$ cat src/rtl/cache_dm_responder.sv
// Direct-mapped read-only byte cache with whole-line refill from a request/valid memory port.
// Optional hit/miss statistics counters are enabled by defining CACHE_STATS_EN.
module cache_dm_responder #(
  parameter int ADDR_W   = 13,
  parameter int DATA_W   = 8,
  parameter int OFFSET_W = 2,
  parameter int INDEX_W  = 6
) (
  input  logic                          clk,
  input  logic                          reset,
  input  logic                          rreq_from_cpu,
  input  logic [ADDR_W-1:0]             addr_from_cpu,
  output logic [DATA_W-1:0]             data_to_cpu,
  output logic                          hit_to_cpu,
  output logic                          rreq_to_mem,
  output logic [ADDR_W-1:0]             raddr_to_mem,
  input  logic [(DATA_W<<OFFSET_W)-1:0] rdata_from_mem,
`ifdef CACHE_STATS_EN
  input  logic                          rvalid_from_mem,
  output logic [15:0]                   hit_cnt,
  output logic [15:0]                   miss_cnt
`else
  input  logic                          rvalid_from_mem
`endif
);

  // state   | meaning
  // IDLE    | waiting for a CPU read request
  // TAG_CHK | compare captured tag against the indexed line
  // MEM_REQ | refill request outstanding, waiting for rvalid
  // REFILL  | line just written, read the requested byte
  // RESP    | hit_to_cpu pulse with the byte

  localparam int LINE_W = DATA_W << OFFSET_W;
  localparam int TAG_W  = ADDR_W - INDEX_W - OFFSET_W;
  localparam int NLINES = 1 << INDEX_W;

  typedef enum logic [2:0] {
    S_IDLE, S_TAG_CHK, S_MEM_REQ, S_REFILL, S_RESP
  } state_t;

  state_t              state_q, state_d;
  logic [ADDR_W-1:0]   addr_q, addr_d;
  logic [NLINES-1:0]   valid_q, valid_d;
  logic                hit_q, hit_d;
  logic [DATA_W-1:0]   data_q, data_d;
  logic                rreq_q, rreq_d;
  logic [ADDR_W-1:0]   raddr_q, raddr_d;

  logic [TAG_W-1:0]    tag_mem  [NLINES];
  logic [LINE_W-1:0]   data_mem [NLINES];

  logic [TAG_W-1:0]    cur_tag;
  logic [INDEX_W-1:0]  cur_idx;
  logic [OFFSET_W-1:0] cur_off;
  logic [LINE_W-1:0]   rd_line;
  logic [DATA_W-1:0]   rd_byte;
  logic                lookup_hit;
  logic                fill_we;

  assign cur_tag    = addr_q[ADDR_W-1 -: TAG_W];
  assign cur_idx    = addr_q[OFFSET_W +: INDEX_W];
  assign cur_off    = addr_q[OFFSET_W-1:0];
  assign rd_line    = data_mem[cur_idx];
  assign rd_byte    = rd_line[cur_off*DATA_W +: DATA_W];
  assign lookup_hit = valid_q[cur_idx] && (tag_mem[cur_idx] == cur_tag);

  always_comb begin
    state_d = state_q;
    addr_d  = addr_q;
    valid_d = valid_q;
    hit_d   = 1'b0;
    data_d  = '0;
    rreq_d  = rreq_q;
    raddr_d = raddr_q;
    fill_we = 1'b0;
    case (state_q)
      S_IDLE: begin
        if (rreq_from_cpu) begin
          addr_d  = addr_from_cpu;
          state_d = S_TAG_CHK;
        end
      end
      S_TAG_CHK: begin
        if (lookup_hit) begin
          state_d = S_RESP;
          hit_d   = 1'b1;
          data_d  = rd_byte;
        end else begin
          state_d = S_MEM_REQ;
          rreq_d  = 1'b1;
          raddr_d = {cur_tag, cur_idx, {OFFSET_W{1'b0}}};
        end
      end
      S_MEM_REQ: begin
        if (rvalid_from_mem) begin
          fill_we          = 1'b1;
          valid_d[cur_idx] = 1'b1;
          rreq_d           = 1'b0;
          state_d          = S_REFILL;
        end
      end
      S_REFILL: begin
        // array already holds the new line, so the normal read path serves it
        state_d = S_RESP;
        hit_d   = 1'b1;
        data_d  = rd_byte;
      end
      S_RESP:  state_d = S_IDLE;
      default: state_d = S_IDLE;
    endcase
  end

  always_ff @(posedge clk) begin
    if (reset) begin
      state_q <= S_IDLE;
      addr_q  <= '0;
      valid_q <= '0;
      hit_q   <= 1'b0;
      data_q  <= '0;
      rreq_q  <= 1'b0;
      raddr_q <= '0;
    end else begin
      state_q <= state_d;
      addr_q  <= addr_d;
      valid_q <= valid_d;
      hit_q   <= hit_d;
      data_q  <= data_d;
      rreq_q  <= rreq_d;
      raddr_q <= raddr_d;
    end
  end

  // tag/data arrays are not cleared; valid bits alone gate their use
  always_ff @(posedge clk) begin
    if (fill_we && !reset) begin
      tag_mem[cur_idx]  <= cur_tag;
      data_mem[cur_idx] <= rdata_from_mem;
    end
  end

  assign hit_to_cpu   = hit_q;
  assign data_to_cpu  = data_q;
  assign rreq_to_mem  = rreq_q;
  assign raddr_to_mem = raddr_q;

`ifdef CACHE_STATS_EN
  logic [15:0] hit_cnt_q, hit_cnt_d;
  logic [15:0] miss_cnt_q, miss_cnt_d;

  always_comb begin
    hit_cnt_d  = hit_cnt_q;
    miss_cnt_d = miss_cnt_q;
    if (state_q == S_TAG_CHK) begin
      if (lookup_hit && hit_cnt_q != 16'hFFFF)
        hit_cnt_d = hit_cnt_q + 16'd1;
      if (!lookup_hit && miss_cnt_q != 16'hFFFF)
        miss_cnt_d = miss_cnt_q + 16'd1;
    end
  end

  always_ff @(posedge clk) begin
    if (reset) begin
      hit_cnt_q  <= '0;
      miss_cnt_q <= '0;
    end else begin
      hit_cnt_q  <= hit_cnt_d;
      miss_cnt_q <= miss_cnt_d;
    end
  end

  assign hit_cnt  = hit_cnt_q;
  assign miss_cnt = miss_cnt_q;
`endif

endmodule

$ cat config.mk
export PLATFORM = sky130hd
export DESIGN_NAME = cache_dm_responder
export DESIGN_NICKNAME = d
export VERILOG_FILES = /design/src/rtl/cache_dm_responder.sv
export SDC_FILE = /design/constraint.sdc
export NUM_CORES = 2
export LEC_CHECK = 0
export BUFFER_PORTS_ARGS = -buffer_cell sky130_fd_sc_hd__buf_2
export CORE_MARGIN = 10
export CORE_UTILIZATION = 35
export DETAILED_ROUTE_END_ITERATION = 6
export PLACE_DENSITY = 0.49
export SYNTH_ARGS = -nofsm -noshare
export SYNTH_HDL_FRONTEND = slang
export SYNTH_SLANG_ARGS = --single-unit
$ cat constraint.sdc
create_clock -name clk -period 4.9 [get_ports clk]
set_clock_uncertainty 0.05 [all_clocks]
set_input_delay 0.98 -clock clk [delete_from_list [all_inputs] [get_ports clk]]
set_output_delay 0.98 -clock clk [all_outputs]
set_load 0.05 [all_outputs]
# Word-level counts from Yosys, hierarchy flattened
# Memory sizes are Yosys's and may differ from the RTL's. A register that Yosys moved wholly into a read port is not among the register bits.
# Index checks and enable logic that the tools add are counted.
dict set report word_totals {
  out_inout_bits 23
  mem_count 2
  ramBits 2368
  romBits 0
  elab_cells 55
  regBits 101
  latchBits 0
}
dict set report classes {
  n_bitwise 2
  order_cmp 2
  div_mod_pow 0
  n_addsub 0
  n_mux 23
  n_mul 0
  n_shift 1
  reduce_logical 11
  n_eq_ne 7
}
# memory depth width rd rd_clocked_by_memory_dff wr line_no
set memory_table {}
lappend memory_table {data_mem 64 32 1 1 1 51} ;# logic [LINE_W-1:0] data_mem [NLINES];
lappend memory_table {tag_mem 64 5 1 1 1 50} ;# logic [TAG_W-1:0] tag_mem [NLINES];
# cell count
set op_table {}
lappend op_table {{$or A64 B64 Y64} 1}
lappend op_table {{$shiftx A32 B6 Y8} 1}
lappend op_table {{$mux W6} 4}
lappend op_table {{$pmux W8 S2} 1}
lappend op_table {{$pmux W3 S4} 1}
lappend op_table {{$mux W1} 9}
lappend op_table {{$mux W3} 3}
lappend op_table {{$mux W8} 1}
lappend op_table {{$reduce_and A2 Y1} 4}
lappend op_table {{$lt A6 B7 Y1 const B} 1}
lappend op_table {{$bmux W1 S6} 1}
lappend op_table {{$demux W1 S6} 1}
lappend op_table {{$eq A3 B2 Y1 const B} 2}
lappend op_table {{$ge A6 B1 Y1 const B} 1}
lappend op_table {{$ne A2 B2 Y1 const B} 3}
lappend op_table {{$eq A5 B5 Y1} 1}
lappend op_table {{$pmux W1 S2} 2}
lappend op_table {{$eq A3 B1 Y1 const B} 1}
lappend op_table {{$logic_and A1 B1 Y1} 3}
lappend op_table {{$logic_not A3 Y1} 1}
lappend op_table {{$reduce_and A3 Y1} 1}
lappend op_table {{$reduce_bool A2 Y1} 1}
lappend op_table {{$logic_not A1 Y1} 1}
lappend op_table {{$not A1 Y1} 1}

# Longest topological paths before layout
dict set report depth {
  word_depth 5
  depth_mapped 15
  depth_no_buf 8
}

# Worst setup path before layout
# Ideal clock, no wire load.
dict set report synth_timing {
  path_type {input port to flip-flop}
  start {in rvalid_from_mem}
  end {mem data_mem[56][0] (netlist bit), enable pin}
  required_ns 4.419
  t_arrival_ns 3.503
  path_slack_ns 0.915
  path_buffers 1
  stages 5
  path_cell_list {nand3_1 nor3b_1 nand3_1 clkbuf_1 nor2_1}
}
dict set report synth_via {
  elab_chain_len 5
}
# item line_no
set synth_lines {}
lappend synth_lines {{from (decl)} 23} ;# input logic rvalid_from_mem
lappend synth_lines {{$mux W1} 96} ;# if (rvalid_from_mem) begin
lappend synth_lines {{$mux W1} 77} ;# case (state_q)
lappend synth_lines {{$logic_and A1 B1 Y1} 136} ;# if (fill_we && !reset) begin
lappend synth_lines {{$mux W1} 136}
lappend synth_lines {{$mux W1 (not written as such)} 138} ;# data_mem[cur_idx] <= rdata_from_mem;
lappend synth_lines {{to (decl)} 51}
# No other way between the ends.

==> run summary <==
status -> finished, final reports clean
Post-synth EDFFs -> 2368
area of the mapped netlist -> 0.0944 mm2
slowest stage cell, crit path -> dfxtp_4
vias -> 45400
die width -> 539 um
vias in the first global route -> 45800
crit path cell chain -> buf_12 -> buf_12 -> buf_4 -> mux4_2 -> mux4_2 -> mux4_2 -> mux4_2 -> nor3b_1
Worst Hold End -> addr_q[8]
Achievable Freq -> 244 MHz
Worst Slack Setup Final -> 800 ps
Post-Syn Area per Cell -> 23.4 um2
DP HPWL -> 140000 um
crit path kind -> reg -> reg
crit share post-route -> 0.837
Synth area leaders -> edfxtp_1 (75%), mux4_2 (18%), dfxtp_1 (2.3%)
largest net degree at the start of global routing -> 70
DRT Pass-1 Iters -> 5
post-route ant nets -> 0
Setup WS pre-CTS -> 786 ps
Largest stage delay, worst path -> 960 ps
CTS buffer count -> 285
sequential-to-total area share from yosys stat -> 0.776
worst reg2reg path depth -> 8
GPL Wtd Cong -> 0.740
Top Ports -> 72
Worst Tran Pin Value -> 1410 ps
Synth Warn # -> 0
Worst EP required -> 5620 ps
PostCTS Resize Cnt -> 0
post-CTS setup-driven buffer insertion count -> 0
average vias per placed instance -> 5.60
maxcap violations -> 0
Post-synth top flop -> edfxtp_1
Setup violations, final -> 0
clock slew at reported path FFs -> 60 ps
Buf/Inv on CP -> 3
CTS tree -> built
Pwr Density -> 420 mW/mm2
Synth Register Bits -> 2475
die height -> 539 um
Synth area leader -> edfxtp_1
unrepaired setup endpoints after global routing -> no
CP arrival -> 4820 ps
area grow syn2layout -> 16.3%
total global routing overflow -> 0
Synth top area share -> 0.753
Final Hold Slack -> 270 ps
Clock Tree Buf Depth -> 4
Tot Pwr -> 46.2 mW
synth unique cells -> 61
# rows -> 190
worst hold path startpoint -> addr_from_cpu[8]
Final min period -> 4100 ps
global-route wire length before repair -> 388000 um
Initial Util -> 0.352
# clock sinks -> 2475
DRT iter0 DRCs -> 5046
most frequent cell on the critical path -> mux4_2
Nets -> 4398
Routed WL -> 280000 um
initial antenna violation count -> 15
Min-Delay Path Class -> in -> reg
Std-Cell Core Area -> 0.268 mm2
DP Cell Count -> 7614
CTS hold repair buffers -> 0
FF-to-FF setup slack -> 800 ps
Peak VDD IR -> 0.000283 V
multi-input gate area in the final layout -> 0.0204 mm2
R2R Path End -> data_to_cpu[2]
Post-Syn Instances -> 4034
die area -> 0.291 mm2
hold depth -> 3
layout cells sized above 1 -> 0.321
Port Buf Inserts -> 69
WL per Instance -> 34.5 um
async set-reset flop share out of synthesis -> 0
critical path startpoint category -> flip-flop
endpoints failing hold -> 0
clk_lat worst skew -> 930 ps
GRT Total Usage -> 0.188
Root Buffer -> clkbuf_16
Finished Layout Cells -> 8106
Setup TNS -> 0 ps
CP Max Fanout -> 44
sequential cell area -> 0.0733 mm2
largest delay contributor family on the critical path -> multiplexers
Crit. End Element -> flip-flop
Layout fillers -> 23400
DRC -> 0
H-tree levels -> 5
Max-slew headroom -> 0.0616
Pleak -> 32.8 nW
Slew Limit Fails -> 0
[flip-flops by register name (all words and copies together), names as in the netlist, named ones only]
register and flops:
raddr_to_mem 11, addr_q 13, hit_to_cpu 1, rreq_to_mem 1
state_q 3, tag_mem 320, data_to_cpu 8, valid_q 64
data_mem 2048
[synth_stat cells, types with 5 or more instances]
cell,number
inv_1,69
dfxtp_1,107
nand4_1,5
a211oi_1,7
nand2b_1,32
a31oi_1,8
a22oi_1,30
o22ai_1,73
and2_1,5
nor3b_1,12
clkbuf_1,138
a21oi_1,25
edfxtp_1,2368
buf_4,10
buf_1,21
nor3_1,6
nand2_1,55
mux2i_1,72
o21ai_0,6
mux4_2,736
nor2_1,84
nor2b_1,13
mux2_2,8
buf_2,64
nand3_1,19
[final cells by class]
type | instances | share of cell area
diodes | 12 | 0.000273
clock buffers | 351 | 0.0686
clock inverters | 129 | 0.00967
inverters | 70 | 0.00241
multi-input cells | 1256 | 0.186
flip-flops and latches | 2475 | 0.667
well taps | 3552 | 0.0405
repair buffers | 261 | 0.0257
[stage by stage]
stage          area (um2)   util
6_report           110000  0.410
5_1_grt            110000  0.410
4_1_cts            110000  0.410
3_5_place_dp       101000  0.378
3_3_place_gp       101000  0.378
2_1_floorplan       94400      -
[routing by layer]
| metal | wire (um) | track usage | vias up |
|---|---|---|---|
| met4 | 7640 | 0.0513 | 6 |
| met3 | 14800 | 0.0262 | 437 |
| met2 | 132000 | 0.299 | 1536 |
| met1 | 125000 | 0.273 | 25500 |
| met5 | 38 | 0 | - |
| li1 | - | - | 17900 |
[tightest hold or removal path: stages]
cell     delay (ps)
buf_2           100
nand2_1          50
a21oi_1          50
[how the worst max path moves through the flow]
stage                      endpoint            start  depth (start not counted)  slack, ps
floorplan           data_mem[56][0]  rvalid_from_mem                          5        920
global placement     data_to_cpu[2]        flip-flop                          8        810
CTS                  data_to_cpu[2]        flip-flop                          8        740
global route         data_to_cpu[1]        flip-flop                         10        670
finish               data_to_cpu[2]        flip-flop                          8        800
detailed placement   data_to_cpu[2]        flip-flop                          8        790
[cells by family (layout without fill, tap and decap cells)]
logic type,Yosys count,count (layout),synth area share
buf+inv,304,811,0.0134
flops,2475,2475,0.776
simple gates,255,255,0.0136
mux,816,816,0.184
other cells,1,14,0.0000397
xor+xnor,2,2,0.000186
compound gates,181,181,0.0129
[where the power goes]
group	internal, mW	total (mW)	switching (mW)
Combinational	1.24	2.81	1.57
Sequential	23.2	23.3	0.114
Clock	11.8	20.0	8.22
Total	36.2	46.2	9.90
[placed cells by master (no fill, tap or decap), types with 4 or more instances in the layout]
master / n
nand3_1: 19
clkbuf_16: 290
inv_1: 68
and2_1: 5
a211oi_1: 7
mux2i_1: 72
nor2b_1: 13
a21oi_1: 25
dfxtp_1: 97
clkinvlp_4: 6
nor2_4: 64
nand2_1: 55
o221ai_1: 4
buf_2: 69
buf_4: 109
diode_2: 12
inv_6: 6
a22oi_1: 30
nor4bb_1: 4
and4b_1: 4
mux2_2: 8
bufinv_16: 18
dfxtp_4: 5
nand4_1: 5
nand2b_1: 32
o22ai_1: 73
nor3_1: 6
clkbuf_8: 5
nor3b_1: 12
edfxtp_1: 2368
o21ai_0: 6
nor2_1: 20
dfxtp_2: 5
mux4_2: 736
clkbuf_1: 56
clkinv_1: 57
buf_12: 83
clkinv_2: 42
a31oi_1: 6
No activity file was read; power rests on OpenSTA's default activity.
